$ cat src/rtl/hw_pkg.sv
`default_nettype none
// ============================================================================
// Module   : hw_pkg
// Brief    : Shared datapath word width, word type and reset constant.
// Revision : 1.0
// ============================================================================
package hw_pkg;

    localparam int WORD_W = 16;

    typedef logic [WORD_W-1:0] word_t;

    localparam word_t WORD_RST = '0;

endpackage : hw_pkg
`default_nettype wire

$ cat src/rtl/register_bit.sv
`default_nettype none
// ============================================================================
// Module   : register_bit
// Brief    : One stored bit: load mux in front of a synchronous-reset D flop.
// Revision : 1.0
// ============================================================================
module register_bit (
    input  logic clk,
    input  logic reset,
    input  logic in,
    input  logic load,
    output logic out
);

    logic bit_d;
    // Power-up value matches the reset value where the flow honours it.
    logic bit_q = 1'b0;

    always_comb begin
        bit_d = bit_q;
        if (load) begin
            bit_d = in;
        end
    end

    always_ff @(posedge clk) begin
        if (reset) begin
            bit_q <= 1'b0;
        end else begin
            bit_q <= bit_d;
        end
    end

    assign out = bit_q;

endmodule : register_bit
`default_nettype wire

$ cat src/rtl/register.sv
`default_nettype none
// ============================================================================
// Module   : register
// Brief    : WIDTH-bit load-enabled data register (A/D, PC backing store).
//            Define REGISTER_ASSERT_EN to compile in simulation assertions.
// Revision : 1.0
// ============================================================================
module register
    import hw_pkg::*;
#(
    parameter int WIDTH = WORD_W
) (
    input  logic             clk,
    input  logic             reset,
    input  logic [WIDTH-1:0] in,
    input  logic             load,
    output logic [WIDTH-1:0] out
);

    genvar gi;
    generate
        for (gi = 0; gi < WIDTH; gi++) begin : g_bits
            register_bit u_bit (
                .clk   (clk),
                .reset (reset),
                .in    (in[gi]),
                .load  (load),
                .out   (out[gi])
            );
        end
    endgenerate

`ifdef REGISTER_ASSERT_EN
    a_reset_zero : assert property (@(posedge clk) reset |=> (out == '0))
        else $error("register: out not zero after reset at %0t", $time);

    a_load_capture : assert property (@(posedge clk) (!reset && load) |=> (out == $past(in)))
        else $error("register: load did not capture in at %0t", $time);

    a_hold_stable : assert property (@(posedge clk) (!reset && !load) |=> $stable(out))
        else $error("register: out changed while load low at %0t", $time);

    a_ctrl_known : assert property (@(posedge clk) !reset |-> !$isunknown({load, reset}))
        else $error("register: X/Z on load or reset at %0t", $time);
`endif

endmodule : register
`default_nettype wire

$ cat config.mk
export PLATFORM = sky130hd
export DESIGN_NAME = register
export DESIGN_NICKNAME = d
export VERILOG_FILES = /design/src/rtl/hw_pkg.sv /design/src/rtl/register_bit.sv /design/src/rtl/register.sv
export SDC_FILE = /design/constraint.sdc
export NUM_CORES = 1
export LEC_CHECK = 0
export CAP_MARGIN = 20
export CORE_MARGIN = 3
export CORE_UTILIZATION = 36
export CTS_CLUSTER_DIAMETER = 40
export DETAILED_ROUTE_END_ITERATION = 8
export PLACE_DENSITY = 0.87
export SYNTH_ARGS = -nofsm -noshare
export SYNTH_HDL_FRONTEND = slang
export SYNTH_HIERARCHICAL = 1
export SYNTH_SLANG_ARGS = --single-unit
$ cat constraint.sdc
create_clock -name clk -period 0.83 [get_ports clk]
set_input_delay 0.166 -clock clk [delete_from_list [all_inputs] [get_ports clk]]
set_output_delay 0.166 -clock clk [all_outputs]
set_load 0.02 [all_outputs]
==> results.txt, run 1 <==
# Max-Cap Violations: 0
combined global-route utilization of all metal layers: 18.8%
setup repair after global routing missed its margin: true
startpoint of the most critical register-to-register path: g_bits[6].u_bit/out$_SDFFE_PP0P_
synth top area cells: sky130_fd_sc_hd__dfxtp_1, sky130_fd_sc_hd__mux2i_1, sky130_fd_sc_hd__nor2_1
sequential-to-total area share from yosys stat: 59.3%
hold violation count in the final report: 0
nets in the synthesized netlist: 67
Site Rows: 13
CP Launch Type: flip-flop
critical-path maximum fanout: 2
wire length of the first global-routing pass: 2580 um
Max Fclk: 1090 MHz
antenna violations before repair: 0
largest stage delay on the critical path: 0.36 ns
Nets: 113
Setup WS post-layout: -0.0896 ns
worst reg2reg endpoint: g_bits[6].u_bit/out$_SDFFE_PP0P_
die boundary height: 44.8 um
effective utilization at floorplan: 40.0%
Placeable Area: 1350 sq um
failing checks: negative setup slack
instance area at placement: 935 sq um
detailed-route via count: 530
Hold Path Cell Cnt: 4
flip-flop count of the largest register after layout: 16
clock tree root buffer cell: sky130_fd_sc_hd__clkbuf_4
total detailed-routing wirelength: 1670 um
DRC violation count after routing: 0
latest clock arrival within the worst-skew pair: 0.28 ns
clock tree buffer depth: 2
layout-stage area growth over the synthesis result: 97.7%
detailed router's first-iteration violation count: 8
Final TNS setup: -1.18 ns
worst slew slack as a fraction of its limit: 87.1%
clock tree skew after final layout: 0 ns
H-tree Lvls: 1
area of the mapped netlist: 541 sq um
Avg Inst Size Synth: 11.3 sq um
cell type with the largest total area after synthesis: sky130_fd_sc_hd__dfxtp_1
leakage dissipation: 0.501 nW
fill cell instance count of the final layout: 75
arrival time at the worst endpoint: 0.75 ns
total congestion overflow: 0
logic depth of the worst path, buffers included: 1
number of routed nets with antenna violations: 0
power per unit of standard cell area: 1640 nW/um^2
Sink Count: 16
crit end category: output port
final instance area: 1070 sq um
Cells after DPL: 100
Buf/Inv on CP: 1
register clock-pin slew on the reported worst setup and hold paths: 0.09 ns
half-perimeter wire length after placement: 1020 um
critical path data required time: 0.66 ns
worst hold path class: primary input to flip-flop
path depth of the worst reg2reg path: 3
number of non-filler instances in the completed layout: 108
count of buffers inserted at the top-level ports: 34
first-pass iteration count of the detailed router: 4
Chip Width: 44.8 um
vias per cell: 4.91
TritonCTS clock tree: built
Power Total: 1.75 mW
post-route core utilization: 79.1%
worst-case register-to-register setup slack: 0.04 ns
run status: complete, but fails checks
pre-CTS setup slack: -0.425 ns
DR WL/cell: 15.5 um
number of warnings issued by yosys: 6
ratio of cells with drive above 1 in the final layout: 49.5%
via count of the first global-routing pass: 522
critical path's slowest cell: sky130_fd_sc_hd__dfxtp_2
worst hold path startpoint: load
placer congestion estimate: 0.706
type of the worst setup path: flip-flop to output port
number of register bits inferred by synthesis: 16
Worst Hold Margin: 0.329 ns
Finish-stage setup viols: 16
largest vdd supply drop: 1.20 mV
cell chain of the critical path: buf_6
Die Area: 2000 sq um
number of top-level pins: 35
Post-Syn Instances: 48
destination of the worst hold path: g_bits[12].u_bit/out$_SDFFE_PP0P_
Tightest Pin Transition: 0.189 ns
min cycle time layout: 0.920 ns
Distinct cells, synth: 3
largest delay contributor family on the critical path: flip-flops
cts hold-fix bufs: 0
Max Slew Vio Count: 0
final period utilization: 111%
antenna cells: 0
post-synth top area share: 59.3%
maximum number of pins on one net before global-route repair: 12
clock buffer count from CTS: 3
-- synthesized netlist by cell type (all sizes together) --
master,count
dfxtp,16
mux2i,16
nor2,16
-- cells by family (layout without fill, tap and decap cells) --
group / Yosys count / in the layout / synth area share [%]
AND/OR/NAND/NOR: 16 / 16 / 11.1
flip-flops: 16 / 16 / 59.3
buffers and inverters: 0 / 45 / 0
multiplexers: 16 / 16 / 29.6
-- cells in the final DEF, fill, tap and decap left out, drive strengths merged --
master | netlist | final
buf | 0 | 22
bufbuf | 0 | 1
clkbuf | 0 | 5
clkdlybuf4s50 | 0 | 17
dfxtp | 16 | 16
mux2i | 16 | 16
nor2 | 16 | 16
-- power by group --
group	switching, mW	total, mW	internal [mW]
combinational	0.158	0.403	0.245
sequential	0.0342	0.857	0.823
clock	0.225	0.492	0.267
total	0.417	1.75	1.34
-- area by class of cell --
class	count	area, sq um	share of cell area [%]
Tap cell	15	18.8	1.76
Multi-Input combinational cell	32	228	21.3
Clock buffer	4	36.3	3.40
Sequential cell	16	340	31.9
Timing Repair Buffer	41	445	41.7
-- how the worst max path moves through the flow --
stage / startpoint / end / slack [ns]
after global placement: load / g_bits[8].u_bit/out$_SDFFE_PP0P_ / -0.38
final: g_bits[7].u_bit/out$_SDFFE_PP0P_ / out[7] / -0.09
after floorplan: g_bits[0].u_bit/out$_SDFFE_PP0P_ / g_bits[0].u_bit/out$_SDFFE_PP0P_ / 0.18
after detailed placement: load / g_bits[10].u_bit/out$_SDFFE_PP0P_ / -0.42
after global routing: g_bits[7].u_bit/out$_SDFFE_PP0P_ / out[7] / -0.13
after CTS: g_bits[10].u_bit/out$_SDFFE_PP0P_ / out[10] / -0.10
-- what timing repair did --
action / 4_1_cts / 5_1_grt
resized for setup: 114 / 3
buffers inserted: 0 / 3
endpoints found under the hold margin: 0 / 0
endpoints found under the setup margin: 32 / 18
cloned: 1 / 0
-- metal layers --
| layer | global-route usage [%] | routed length [um] |
|---|---|---|
| met5 | 0 | 0 |
| met4 | 9.04 | 0 |
| met3 | 5.98 | 143 |
| met1 | 24.8 | 749 |
| met2 | 27.5 | 780 |
No activity file was read; power rests on OpenSTA's default activity.
==> run 2, diff against run 1 <==
--- a/config.mk
+++ b/config.mk
@@ -9,8 +9,10 @@
 export CORE_MARGIN = 3
 export CORE_UTILIZATION = 36
 export CTS_CLUSTER_DIAMETER = 40
+export CTS_CLUSTER_SIZE = 8
 export DETAILED_ROUTE_END_ITERATION = 8
 export PLACE_DENSITY = 0.87
+export SLEW_MARGIN = 30
 export SYNTH_ARGS = -nofsm -noshare
 export SYNTH_HDL_FRONTEND = slang
 export SYNTH_HIERARCHICAL = 1
==> results of run 2 <==
No change in the layout: final DEF, timing and power equal those of run 1.
==> RTL change: new RTL, flow settings as in run 2 <==
The package constant `WORD_W` goes from 16 to 32.
--- a/src/rtl/hw_pkg.sv
+++ b/src/rtl/hw_pkg.sv
@@ -6,7 +6,7 @@
 // ============================================================================
 package hw_pkg;
 
-    localparam int WORD_W = 16;
+    localparam int WORD_W = 32;
 
     typedef logic [WORD_W-1:0] word_t;
 
Ports: changed (resized in and out); port bits go from 35 to 67. No check against the original RTL was run, so the function may have changed too.
==> RTL change against run 2 <==
- clock skew unchanged
- sequential cell count up 16
- the run still ends with setup timing left
- area after synthesis up 100%
- fmax down 3.9%
- worst setup slack worse by 0.038 ns
- global-route usage down 2.1 points
- routed wire length up 77%
- synthesized cell count up 100%
- final area up 90%
- total power up 91%
==> RTL change: results (changes against run 2) <==
violated checks setup timing (unchanged); setup violators final 33 (was 16); worst reg2reg path depth 4 (was 3); register area share after synthesis 59.3% (unchanged); met2 Resource Use GR 28.1% (was 27.5%); Arrival @ worst endpoint 0.79 ns (was 0.75 ns); CTS Buffer Depth 2 (unchanged); Max-Cap Viols 0 (unchanged); TNS Setup -3.57 ns (was -1.18 ns); gpl congestion 0.615 (was 0.706); met3 Usage GRT 6.38% (was 5.98%); CP top delay family flip-flops (unchanged); clk_lat worst skew 0.32 ns (was 0.28 ns); Layout Nets 213 (was 113); Min Hold Slack 0.356 ns (was 0.329 ns); distinct cell type count after synthesis 3 (unchanged); ANT cells 0 (unchanged); wire length per cell 14.1 um (was 15.5 um); asr flop ratio synth 0% (unchanged); global routing usage on met1 17.8% (was 24.8%); Global Route Usage Sum 16.6% (was 18.8%); dominant synthesized flop cell dfxtp_1 (unchanged); max reg flops 32 (was 16); Inserted Clock Buffers 5 (was 3); worst hold endpoint g_bits[1].u_bit/out (was g_bits[12].u_bit/out); final hold violation count 0 (unchanged); Leak Pwr 0.943 nW (was 0.501 nW); layout cells sized above 1 45.3% (was 49.5%); Hold Path Cell Cnt 4 (unchanged); vias in the first global route 997 (was 522); r2r setup slk -0.04 ns (was 0.04 ns); status finished with violations (unchanged); RR Endpoint g_bits[3].u_bit/out (was g_bits[6].u_bit/out); DP HPWL 2.21 mm (was 1.02 mm); critical path peak fanout 2 (unchanged); hold path start load (unchanged); H-tree depth 2 (was 1); Worst Skew 0 ns (unchanged); Peak VDD IR 0.00121 V (was 0.00120 V); type of the tightest min-delay check in2reg (unchanged); IO buf count 66 (was 34); vias 1002 (was 530); NetSw 0.842 mW (was 0.417 mW); Root Buffer Master clkbuf_4 (unchanged); PnR worst setup slack -0.127 ns (was -0.0896 ns); first-pass GRT wire length 4.47 mm (was 2.58 mm); syn_nets 131 (was 67); Slew HR 89.5% (was 87.1%); Critical Path Slowest Stage Cell dfxtp_2 (unchanged); top cells by count, synth dfxtp_1 (32), mux2i_1 (32), nor2_1 (32) (was dfxtp_1 (16), mux2i_1 (16), nor2_1 (16)); initial antenna violation count 0 (unchanged); Ys Warns 6 (unchanged); DR iter-0 viols 21 (was 8); pin count of the biggest net entering global routing 22 (was 12); fillers 211 (was 75); Placement Setup Slack -0.276 ns (was -0.425 ns); most area-consuming cells after synthesis dfxtp_1 (59%), mux2i_1 (30%), nor2_1 (11%) (unchanged); R2R Path Start g_bits[3].u_bit/out (was g_bits[6].u_bit/out)
==> RTL change: changes by cell type after synthesis <==
| cell | before | now |
|---|---|---|
| dfxtp_1 | 16 | 32 |
| nor2_1 | 16 | 32 |
| mux2i_1 | 16 | 32 |
==> RTL change: cells by family (layout without fill, tap and decap cells) <==
group,after synthesis,in the layout,share of synthesized area (%)
muxes,32,32,29.6
DFF,32,32,59.3
and+or+nand+nor,32,32,11.1
buffers and inverters,0,83,0
==> RTL change: worst max-delay path by stage <==
stage | slack [ns] | endpoint | startpoint | cells past startpoint
6_report | -0.13 | out[15] | g_bits[15].u_bit/out | 1
5_1_grt | -0.17 | out[21] | g_bits[21].u_bit/out | 1
4_1_cts | -0.14 | out[24] | g_bits[24].u_bit/out | 1
3_5_place_dp | -0.28 | out[30] | g_bits[30].u_bit/out | 1
3_3_place_gp | -0.26 | out[2] | g_bits[2].u_bit/out | 1
2_1_floorplan | 0.18 | g_bits[0].u_bit/out | g_bits[0].u_bit/out | 2
==> RTL change: layout make-up <==
type,count,area share [%]
clock buffers,8,2.89
multi-input cells,64,22.3
flip-flops and latches,32,33.5
well taps,31,1.91
repair buffers,75,39.4
==> RTL change: what timing repair did <==
item	4_1_cts	5_1_grt
endpoints found under the setup margin	32	32
resized for setup	224	2
buffers inserted	2	3
==> RTL change: layer usage <==
metal,wire length [um],up-vias,part of all wire (%)
met4,76,0,2.6
met5,0,-,0
met2,1580,46,53
met3,243,11,8.2
met1,1070,455,36
li1,-,490,-
==> RTL change: power groups by stage <==
stage	Clock [mW]	Sequential, mW	Combinational, mW
finish	0.894	1.71	0.745
global route	1.00	1.72	0.795
CTS	0.942	1.71	0.728
detailed placement	0	1.71	0.698
global placement	0	1.70	0.681
floorplan	0	1.82	0.130
==> RTL change: per-stage QoR <==
step / cell area (um^2) / cells
6_report: 2030 / 210
5_1_grt: 2030 / 210
4_1_cts: 2000 / 207
3_5_place_dp: 1840 / 197
3_3_place_gp: 1840 / 197
2_1_floorplan: 1080 / 96
